$ cat src/rtl/pk_decode_pkg.sv
// Shared definitions for the pk_decode path.
// Contents: bitlen() helper, unpack-mode enum, ML-DSA constants (q, d, eta and gamma1 sets).
package pk_decode_pkg;

  typedef enum logic {
    SIMPLE = 1'b0,  // w = z
    SIGNED = 1'b1   // w = B - z
  } unpack_mode_e;

  localparam int unsigned MLDSA_Q = 8380417;
  localparam int unsigned MLDSA_D = 13;
  localparam int unsigned ETA_SET [2] = '{2, 4};
  localparam int unsigned GAMMA1_SET [2] = '{32'd1 << 17, 32'd1 << 19};

  // Number of bits needed to hold v; a zero-valued bound still occupies one bit.
  function automatic int unsigned bitlen(input int unsigned v);
    int unsigned n;
    n = 1;
    for (int i = 1; i < 32; i++) begin
      if (v >= (32'd1 << i)) n = i + 1;
    end
    return n;
  endfunction

endpackage

$ cat src/rtl/bit_unpack_stream_if.sv
// Handshake bundle for bit_unpack_stream.
// Input side: in_valid/in_ready/in_data/in_last. Output side: out_valid/out_ready/out_coef/
// out_last/out_err, plus the len_err framing pulse. The slave modport is the unpacker's view.
interface bit_unpack_stream_if #(
  parameter int unsigned IN_BYTES = 4,
  parameter int unsigned LANES    = 4,
  parameter int unsigned COEF_W   = 24
);
  import pk_decode_pkg::*;

  logic                      in_valid;
  logic                      in_ready;
  logic [8*IN_BYTES-1:0]     in_data;
  logic                      in_last;
  logic                      out_valid;
  logic                      out_ready;
  logic [LANES*COEF_W-1:0]   out_coef;
  logic                      out_last;
  logic                      out_err;
  logic                      len_err;

  modport master (
    output in_valid, in_data, in_last, out_ready,
    input  in_ready, out_valid, out_coef, out_last, out_err, len_err
  );

  modport slave (
    input  in_valid, in_data, in_last, out_ready,
    output in_ready, out_valid, out_coef, out_last, out_err, len_err
  );

endinterface

$ cat src/rtl/bit_unpack_acc.sv
// Bit accumulator for the stream unpacker.
// i_push appends i_data at the current fill position, i_pop drops the low LANE_BITS bits,
// i_clear empties everything (dominates). o_in_ready / o_out_valid derive from the registered
// fill only; o_lane_bits exposes the bits of the next output beat.
module bit_unpack_acc #(
  parameter int unsigned LANE_BITS = 40,
  parameter int unsigned IN_W      = 32
) (
  input  logic                 i_clk,
  input  logic                 i_rst_n,
  input  logic                 i_clear,
  input  logic                 i_push,
  input  logic                 i_pop,
  input  logic [IN_W-1:0]      i_data,
  output logic                 o_in_ready,
  output logic                 o_out_valid,
  output logic [LANE_BITS-1:0] o_lane_bits
);

  localparam int unsigned ACC_W  = LANE_BITS + IN_W;
  localparam int unsigned FILL_W = $clog2(ACC_W + 1);
  localparam logic [FILL_W-1:0] LaneFill = FILL_W'(LANE_BITS);
  localparam logic [FILL_W-1:0] InFill   = FILL_W'(IN_W);

  logic [ACC_W-1:0]  r_acc, w_acc_shift, w_acc_next;
  logic [FILL_W-1:0] r_fill, w_fill_shift, w_fill_next;

  // Pop is applied first so a same-cycle push lands right above the surviving bits.
  always_comb begin
    w_acc_shift  = r_acc;
    w_fill_shift = r_fill;
    if (i_pop) begin
      w_acc_shift  = r_acc >> LANE_BITS;
      w_fill_shift = r_fill - LaneFill;
    end
    w_acc_next  = w_acc_shift;
    w_fill_next = w_fill_shift;
    if (i_push) begin
      w_acc_next  = w_acc_shift | (ACC_W'(i_data) << w_fill_shift);
      w_fill_next = w_fill_shift + InFill;
    end
    if (i_clear) begin
      w_acc_next  = '0;
      w_fill_next = '0;
    end
  end

  always_ff @(posedge i_clk or negedge i_rst_n) begin
    if (!i_rst_n) begin
      r_acc  <= '0;
      r_fill <= '0;
    end else begin
      r_acc  <= w_acc_next;
      r_fill <= w_fill_next;
    end
  end

  // fill + IN_W <= ACC_W reduces to fill <= LANE_BITS.
  assign o_in_ready  = (r_fill <= LaneFill);
  assign o_out_valid = (r_fill >= LaneFill);
  assign o_lane_bits = r_acc[LANE_BITS-1:0];

endmodule

$ cat src/rtl/bit_unpack_stream.sv
// Streaming polynomial bit-unpacker (SimpleBitUnpack / BitUnpack).
// Ports: i_clk, i_rst_n (async active-low), bus (slave modport of bit_unpack_stream_if) carrying
// the packed-byte input stream and the LANES-wide signed coefficient output stream.
// Holds the beat counters, framing check, per-lane arithmetic and range check.
module bit_unpack_stream
  import pk_decode_pkg::*;
#(
  parameter int unsigned MODE     = 0,
  parameter int unsigned A        = 0,
  parameter int unsigned B        = 1023,
  parameter int unsigned LANES    = 4,
  parameter int unsigned IN_BYTES = 4,
  parameter int unsigned COEF_W   = 24
) (
  input  logic                   i_clk,
  input  logic                   i_rst_n,
  bit_unpack_stream_if.slave     bus
);

  localparam unpack_mode_e Mode = (MODE != 0) ? SIGNED : SIMPLE;
  localparam int unsigned MAX_Z      = (Mode == SIGNED) ? A + B : B;
  localparam int unsigned C          = bitlen(MAX_Z);
  localparam int unsigned LANE_BITS  = LANES * C;
  localparam int unsigned IN_W       = 8 * IN_BYTES;
  localparam int unsigned POLY_BEATS = 32 * C / IN_BYTES;
  localparam int unsigned OUT_BEATS  = 256 / LANES;
  localparam int unsigned IN_CNT_W   = (POLY_BEATS > 1) ? $clog2(POLY_BEATS) : 1;
  localparam int unsigned OUT_CNT_W  = (OUT_BEATS > 1) ? $clog2(OUT_BEATS) : 1;
  localparam logic [IN_CNT_W-1:0]  InCntMax  = IN_CNT_W'(POLY_BEATS - 1);
  localparam logic [OUT_CNT_W-1:0] OutCntMax = OUT_CNT_W'(OUT_BEATS - 1);
  // One spare bit keeps the range compare meaningful when MAX_Z is all-ones in C bits.
  localparam logic [C:0]          ZMax  = (C + 1)'(MAX_Z);
  localparam logic [COEF_W-1:0]   BCoef = COEF_W'(B);

  logic                    w_in_ready, w_out_valid;
  logic [LANE_BITS-1:0]    w_lane_bits;
  logic                    w_in_fire, w_out_fire, w_final_beat, w_early_last, w_push, w_out_last;
  logic [IN_CNT_W-1:0]     r_in_cnt;
  logic [OUT_CNT_W-1:0]    r_out_cnt;
  logic                    r_len_err;
  logic [LANES*COEF_W-1:0] w_coef;
  logic                    w_err;
  logic [C:0]              w_z;

  assign w_in_fire    = bus.in_valid & w_in_ready;
  assign w_out_fire   = w_out_valid & bus.out_ready;
  assign w_final_beat = (r_in_cnt == InCntMax);
  // A premature in_last aborts the polynomial; the beat itself is dropped.
  assign w_early_last = w_in_fire & bus.in_last & ~w_final_beat;
  assign w_push       = w_in_fire & ~w_early_last;
  assign w_out_last   = (r_out_cnt == OutCntMax);

  bit_unpack_acc #(
    .LANE_BITS (LANE_BITS),
    .IN_W      (IN_W)
  ) u_acc (
    .i_clk       (i_clk),
    .i_rst_n     (i_rst_n),
    .i_clear     (w_early_last),
    .i_push      (w_push),
    .i_pop       (w_out_fire),
    .i_data      (bus.in_data),
    .o_in_ready  (w_in_ready),
    .o_out_valid (w_out_valid),
    .o_lane_bits (w_lane_bits)
  );

  always_ff @(posedge i_clk or negedge i_rst_n) begin
    if (!i_rst_n) begin
      r_in_cnt  <= '0;
      r_out_cnt <= '0;
      r_len_err <= 1'b0;
    end else begin
      // Flags both an early in_last and a missing in_last on the final beat.
      r_len_err <= w_in_fire & (bus.in_last ^ w_final_beat);
      if (w_early_last) begin
        r_in_cnt  <= '0;
        r_out_cnt <= '0;
      end else begin
        if (w_in_fire)  r_in_cnt  <= w_final_beat ? '0 : r_in_cnt + 1'b1;
        if (w_out_fire) r_out_cnt <= w_out_last ? '0 : r_out_cnt + 1'b1;
      end
    end
  end

  always_comb begin
    w_coef = '0;
    w_err  = 1'b0;
    w_z    = '0;
    for (int j = 0; j < LANES; j++) begin
      w_z = {1'b0, w_lane_bits[j*C +: C]};
      if (Mode == SIGNED) w_coef[j*COEF_W +: COEF_W] = BCoef - COEF_W'(w_z);
      else                w_coef[j*COEF_W +: COEF_W] = COEF_W'(w_z);
      if (w_z > ZMax) w_err = 1'b1;
    end
  end

  // Outputs are forced to zero while no beat is offered, so idle/reset values read as 0.
  assign bus.in_ready  = w_in_ready;
  assign bus.out_valid = w_out_valid;
  assign bus.out_coef  = w_out_valid ? w_coef : '0;
  assign bus.out_last  = w_out_valid & w_out_last;
  assign bus.out_err   = w_out_valid & w_err;
  assign bus.len_err   = r_len_err;

endmodule

$ cat src/flat_wrapper.sv
// flat-port wrapper written by rule: the top's interface ports become plain ports
module bit_unpack_stream_flat import pk_decode_pkg::*;
#(
  parameter int unsigned MODE     = 0,
  parameter int unsigned A        = 0,
  parameter int unsigned B        = 1023,
  parameter int unsigned LANES    = 4,
  parameter int unsigned IN_BYTES = 4,
  parameter int unsigned COEF_W   = 24
)
  (i_clk, i_rst_n, bus_in_valid, bus_in_data, bus_in_last, bus_out_ready, bus_in_ready, bus_out_valid, bus_out_coef, bus_out_last, bus_out_err, bus_len_err);
  bit_unpack_stream_if #(.IN_BYTES(IN_BYTES), .LANES(LANES), .COEF_W(COEF_W)) bus_i ();
  input  logic i_clk;
  input  logic i_rst_n;
  input wire logic [$bits(bus_i.in_valid)-1:0] bus_in_valid;
  input wire logic [$bits(bus_i.in_data)-1:0] bus_in_data;
  input wire logic [$bits(bus_i.in_last)-1:0] bus_in_last;
  input wire logic [$bits(bus_i.out_ready)-1:0] bus_out_ready;
  output wire logic [$bits(bus_i.in_ready)-1:0] bus_in_ready;
  output wire logic [$bits(bus_i.out_valid)-1:0] bus_out_valid;
  output wire logic [$bits(bus_i.out_coef)-1:0] bus_out_coef;
  output wire logic [$bits(bus_i.out_last)-1:0] bus_out_last;
  output wire logic [$bits(bus_i.out_err)-1:0] bus_out_err;
  output wire logic [$bits(bus_i.len_err)-1:0] bus_len_err;
  assign bus_i.in_valid = bus_in_valid;
  assign bus_i.in_data = bus_in_data;
  assign bus_i.in_last = bus_in_last;
  assign bus_i.out_ready = bus_out_ready;
  assign bus_in_ready = bus_i.in_ready;
  assign bus_out_valid = bus_i.out_valid;
  assign bus_out_coef = bus_i.out_coef;
  assign bus_out_last = bus_i.out_last;
  assign bus_out_err = bus_i.out_err;
  assign bus_len_err = bus_i.len_err;
  bit_unpack_stream #(.MODE(MODE), .A(A), .B(B), .LANES(LANES), .IN_BYTES(IN_BYTES), .COEF_W(COEF_W)) u_core (.i_clk(i_clk), .i_rst_n(i_rst_n), .bus(bus_i));
endmodule
$ cat config.mk
export PLATFORM = sky130hd
export DESIGN_NAME = bit_unpack_stream_flat
export DESIGN_NICKNAME = d
export VERILOG_FILES = /design/src/rtl/pk_decode_pkg.sv /design/src/rtl/bit_unpack_stream_if.sv /design/src/rtl/bit_unpack_acc.sv /design/src/rtl/bit_unpack_stream.sv /design/src/flat_wrapper.sv
export SDC_FILE = /design/constraint.sdc
export NUM_CORES = 1
export LEC_CHECK = 0
export ABC_AREA = 1
export CORE_ASPECT_RATIO = 1.1
export CORE_MARGIN = 5
export CORE_UTILIZATION = 46
export DETAILED_ROUTE_END_ITERATION = 7
export GPL_TIMING_DRIVEN = 1
export PLACE_DENSITY = 0.8
export SLEW_MARGIN = 10
export SYNTH_ARGS = -nofsm -noshare
export SYNTH_HDL_FRONTEND = slang
export SYNTH_SLANG_ARGS = --single-unit
$ cat constraint.sdc
create_clock -name i_clk -period 1.8 [get_ports i_clk]
set_input_delay 0.45 -clock i_clk [delete_from_list [all_inputs] [get_ports i_clk]]
set_output_delay 0.45 -clock i_clk [all_outputs]
set_load 0.01 [all_outputs]
**Word level (Yosys, flattened, before mapping)**

Cells that the tools add are included.
Widths: inputs -> output; s select.

- Output and inout bits: 101
- Word-level logic and storage cells: 40
- Flip-flop bits (word level): 93
- Input port bits: 37

- Shifts and indexed selects: 1
- Reductions and logical operators: 2
- Add/sub/neg operators: 4
- Bitwise logic cells: 11
- Eq/ne operators: 2
- Muxes and demuxes: 13
- Order comparisons: 2

Operator list:

| cell | number |
|---|---|
| $mux 72 | 3 |
| $mux 82 | 1 |
| $or 72x72->72 | 1 |
| $shl 32x7->72 | 1 |
| $mux 7 | 6 |
| $mux 6 | 3 |
| $add 7x1->7 const B | 1 |
| $add 7x6->7 const B | 1 |
| $and 1x1->1 | 7 |
| $eq 7x7->1 const B | 1 |
| $ge 7x6->1 const B | 1 |
| $le 7x6->1 const B | 1 |
| $sub 7x6->7 const B | 1 |
| $add 6x1->6 const B | 1 |
| $eq 6x6->1 const B | 1 |
| $reduce_bool 2->1 | 2 |
| $not 1->1 | 2 |
| $xor 1x1->1 | 1 |

**Logic depth before layout (Yosys ltp)**

- Word-level depth: 8
- Gate-level depth with buffers: 16
- Depth with buffers taken out: 14

**By module**

Synthesis repeated with hierarchy kept, for this count alone.

- Cell total of the unflattened synthesis: 943
- Area total of the unflattened synthesis: 6349.8 µm²

By module, submodules not included:

| module | cells each | area an instance (µm²) | seq. area each (µm²) | times used |
|---|---|---|---|---|
| bit_unpack_acc | 701 | 4820.9 | 1901.8 | 1 |
| bit_unpack_stream | 242 | 1529.0 | 350.3 | 1 |

**Least setup slack after synthesis**

No wires, ideal clock.

- Path kind: register to output
- Start point: reg u_core.u_acc.r_fill[3]
- End point: out bus_out_coef[0]
- Cell stages (with the launch flop): 9
- Arrival time: 1448 ps
- Buffers on the path: 1
- Required time: 1350 ps
- Path slack: -98 ps
- Cells stage by stage: dfrtp_1 > inv_1 > ha_1 > inv_1 > nand2_1 > nand2_2 > nor2_4 > clkbuf_1 > nor2_1

- Cells in the longest elaborated chain, start to end: 2

RTL lines:

| what | line | source |
|---|---|---|
| start, declared | bit_unpack_acc.sv:26 | `logic [FILL_W-1:0] r_fill, w_fill_shift, w_fill_next;` |
| start signal, assigned | bit_unpack_acc.sv:54 | `r_fill <= w_fill_next;` |
| $ge 7x6->1 | bit_unpack_acc.sv:60 | `assign o_out_valid = (r_fill >= LaneFill);` |
| $mux 82 | bit_unpack_stream.sv:101 | `assign bus.out_coef = w_out_valid ? w_coef : '0;` |
| end, declared | flat_wrapper.sv:21 | `output wire logic [$bits(bus_i.out_coef)-1:0] bus_out_coef;` |

Every way passes these cells.

**Worst setup path in the final report**

- Start point: reg u_core.u_acc.r_fill[4]
- End point: reg u_core.u_acc.r_acc[64]

- Cells in the longest elaborated chain, start to end: 8
- Elaborated cells on any way between the ends: 15
- Classes of those cells: add/sub: 1; order compare: 2; shift: 1; mux: 4; bitwise: 7

RTL lines:

| what | line | source |
|---|---|---|
| branches (longest 7 deep; another with $ge 7x6->1) | n/a |  |
| $mux 72 (*) | bit_unpack_acc.sv:42 | `if (i_clear) begin` |
| via u_core.u_acc.w_acc_next[64] | bit_unpack_acc.sv:25 | `logic [ACC_W-1:0] r_acc, w_acc_shift, w_acc_next;` |
| end signal, assigned | bit_unpack_acc.sv:53 | `r_acc <= w_acc_next;` |
| end, declared | bit_unpack_acc.sv:25 |  |

Mark *: on every way through the listed nets, which the timed path passes.
A chain may end at the register's enable or synchronous reset.

==> results_dict.tcl <==
set metrics [dict create \
    status "complete, but fails checks" \
    violations "design-rule violations, negative setup slack" \
    grt_max_degree 45 \
    syn_inst 882 \
    muxShareOfSynthArea_pct 0 \
    synth_warnings 0 \
    required_ns 2.11 \
    holdWs_ns 0.0223 \
    seq_area_frac_synth_pct 37.5 \
    design_area_um2 9400 \
    ir_worst_vdd_v 0.00156 \
    crit_slowest_cell "nand3_1" \
    crit_fanout 32 \
    hpwlAfterDp_mm 13.6 \
    synth_top_family_by_area "simple AND/OR/NAND/NOR gates" \
    grt_pass1_wl_mm 36.0 \
    antenna_found_initial 2 \
    io_pins 138 \
    rr_endpoint "u_core.u_acc.r_acc[64]" \
    clock_path_buffers 2 \
    rsz0062_at_grt "yes" \
    cts_tree "done" \
    synthSimpleGateAreaFrac_pct 36.1 \
    place.port_buffers 80 \
    endpoint_kind "flip-flop" \
    cts_htree_levels 3 \
    p_leak_nw 4.56 \
    yosys.area_share.xor_xnor_pct 0.875 \
    worst_clock_skew_ns 0.0164 \
    maxCapViolCount 0 \
    max_stage_delay_ns 0.44 \
    fin_cells 1205 \
    root_buffer "clkbuf_16" \
    rows 43 \
    synth_compound_area_share_pct 9.06 \
    hold_viol 0 \
    fill_cells 800 \
    nets 1083 \
    core_um2 12700 \
    synth_top_area_share_pct 37.5 \
    clock-sinks 90 \
    synth_fa_ha_area_share_pct 0.625 \
    die-area_um2 15400 \
    fin_crit_ns 2.42 \
    netlist-cell-type-count 33 \
    antennaDiodeCount 0 \
    antenna_left 0 \
    rrSetupSlack_ns -0.62 \
    dr.pass1.iters 8 \
    hold_path.class "input pin to async pin" \
    finalPower_mw 20.3 \
    via_per_inst 6.49 \
    synth_area_um2 6010 \
    worstSetupStartpoint "u_core.u_acc.r_fill[4]" \
    place_congestion 0.919 \
    grt_usage_pct 30.1 \
    layout_commonest_cell "nand2_1" \
    drc_errors 11 \
    crit_top_cell "nand2_1" \
    r2r-start "u_core.u_acc.r_fill[4]" \
    post_dp_cell_area_um2 7300 \
    crit_type "flip-flop to flip-flop" \
    initial_core_util_pct 47.3 \
    endpoint "u_core.u_acc.r_acc[64]" \
    post_drt_wl_per_cell_um 25.1 \
    crit_chain "inv_2, ha_4, inv_2, nand2_4, buf_4, nand3_4, nand3_2, buf_6, nand3_1, nand3_4, nand3_2, nand2_1, nand2_1, nand2_1" \
    area_growth_pct 56.5 \
    ys_seq_elements 90 \
    overflow 0 \
    yosys-top-cells-area "dfrtp_1 (37%), nand2_1 (18%), nand3_1 (11%)" \
    maxSlewViolCount 0 \
    vias 7823 \
    finalSetupTns_ns -50.94 \
    startpoint_type "flip-flop" \
    power.density_nw_per_um2 2160 \
    clkTransAtPathRegs_ns 0.09 \
    mostFrequentLayoutCells "nand2_1 (238), dfrtp_1 (90), nand3_1 (65)" \
    clock_latency_ns 0.37 \
    fmax_mhz 413 \
    first_global_vias 6764 \
    die_y_um 130 \
    syn_area_per_cell_um2 6.81 \
    drive_above_1_share_pct 37.4 \
    fp.dieW_um 119 \
    synth_top_cell_by_area "dfrtp_1" \
    numCtsBuffers 9 \
    wl_mm 30.3 \
    rr_worst_depth 14 \
    fin_ws_ns -0.622 \
    arrival_ns 2.73 \
    drtIter0Drc 1387 \
    finalCritPeriodShare_pct 135 \
    setup_violations 132 \
    dp.cells 1139 \
]
repair_timing:
item,4_1_cts,5_1_grt
setup buffers,14,20
endpoints found under the setup margin,121,132
gates cloned,19,3
pin swaps,10,43
gates resized for setup,282,200
hold buffers,0,0
per-layer routing:
| metal | routed length [um] | vias to the layer above | global-route usage, % |
|---|---|---|---|
| met5 | 24 | - | 0 |
| met4 | 3110 | 4 | 20.0 |
| met3 | 4150 | 349 | 8.45 |
| met2 | 13200 | 833 | 48.4 |
| met1 | 9790 | 3592 | 35.6 |
| li1 | - | 3045 | - |
synth_stat cells (all sizes together):
library cell and number:
nand2 298, nand3 137, buf 94, dfrtp 90
inv 68, nor2 65, o21ai 58, a21oi 38
clkbuf 11, xor2 5, o22ai 4, ha 3
nor3 3, a31oi 1, a32o 1, conb 1
nand3b 1, nand4 1, o21bai 1, o31ai 1
xnor2 1
flip-flops by register name, summed over array words and instances (netlist names):
signal,cells
u_core.bus.len_err,1
u_core.r_in_cnt,7
u_core.r_out_cnt,6
u_core.u_acc.r_acc,72
u_core.u_acc.r_fill,4
critical path: cells and delay by family (launching register included):
family / cells / cell delay (ns)
fa+ha+maj: 1 / 0.12
buf+inv: 4 / 0.54
flops: 1 / 0.41
simple gates: 9 / 1.28
how the worst min path moves through the flow:
stage                                         to  slack (ns)  depth (start not counted)
final                     u_core.u_acc.r_acc[67]        0.02                          1
after global routing      u_core.u_acc.r_acc[27]        0.04                          1
after CTS                 u_core.u_acc.r_acc[67]        0.05                          1
after detailed placement  u_core.u_acc.r_acc[62]        0.41                          1
after global placement    u_core.u_acc.r_acc[23]        0.41                          1
after floorplan               u_core.bus.len_err        0.15                          0
where the power goes:
part	total, mW	switching [mW]	internal (mW)
Clock	1.94	0.949	0.992
Combinational	15.1	8.91	6.18
Sequential	3.32	0.526	2.79
area by class of cell:
type,instances,area (um^2),share of cell area (%)
flip-flops and latches,90,2250,24.0
clock buffers,10,239,2.54
inverters,68,293,3.11
repair buffers,199,2300,24.4
clock inverters,6,47.5,0.506
multi-input cells,675,4080,43.4
well taps,157,196,2.09
cell families after synthesis:
logic type | after synthesis
AOI/OAI and AO/OA | 104
xor gates and xnor gates | 6
adders and majority gates | 3
buffers and inverters | 173
DFF | 90
other | 1
and+or+nand+nor | 505
metrics by stage:
step           setup slack (ns)  util [%]
2_1_floorplan           -0.0746         -
3_3_place_gp             -0.377      57.5
3_5_place_dp             -0.408      57.5
4_1_cts                  -0.429      66.3
5_1_grt                  -0.704      74.1
6_report                 -0.622      74.1
(Power assumes the default switching activity.)
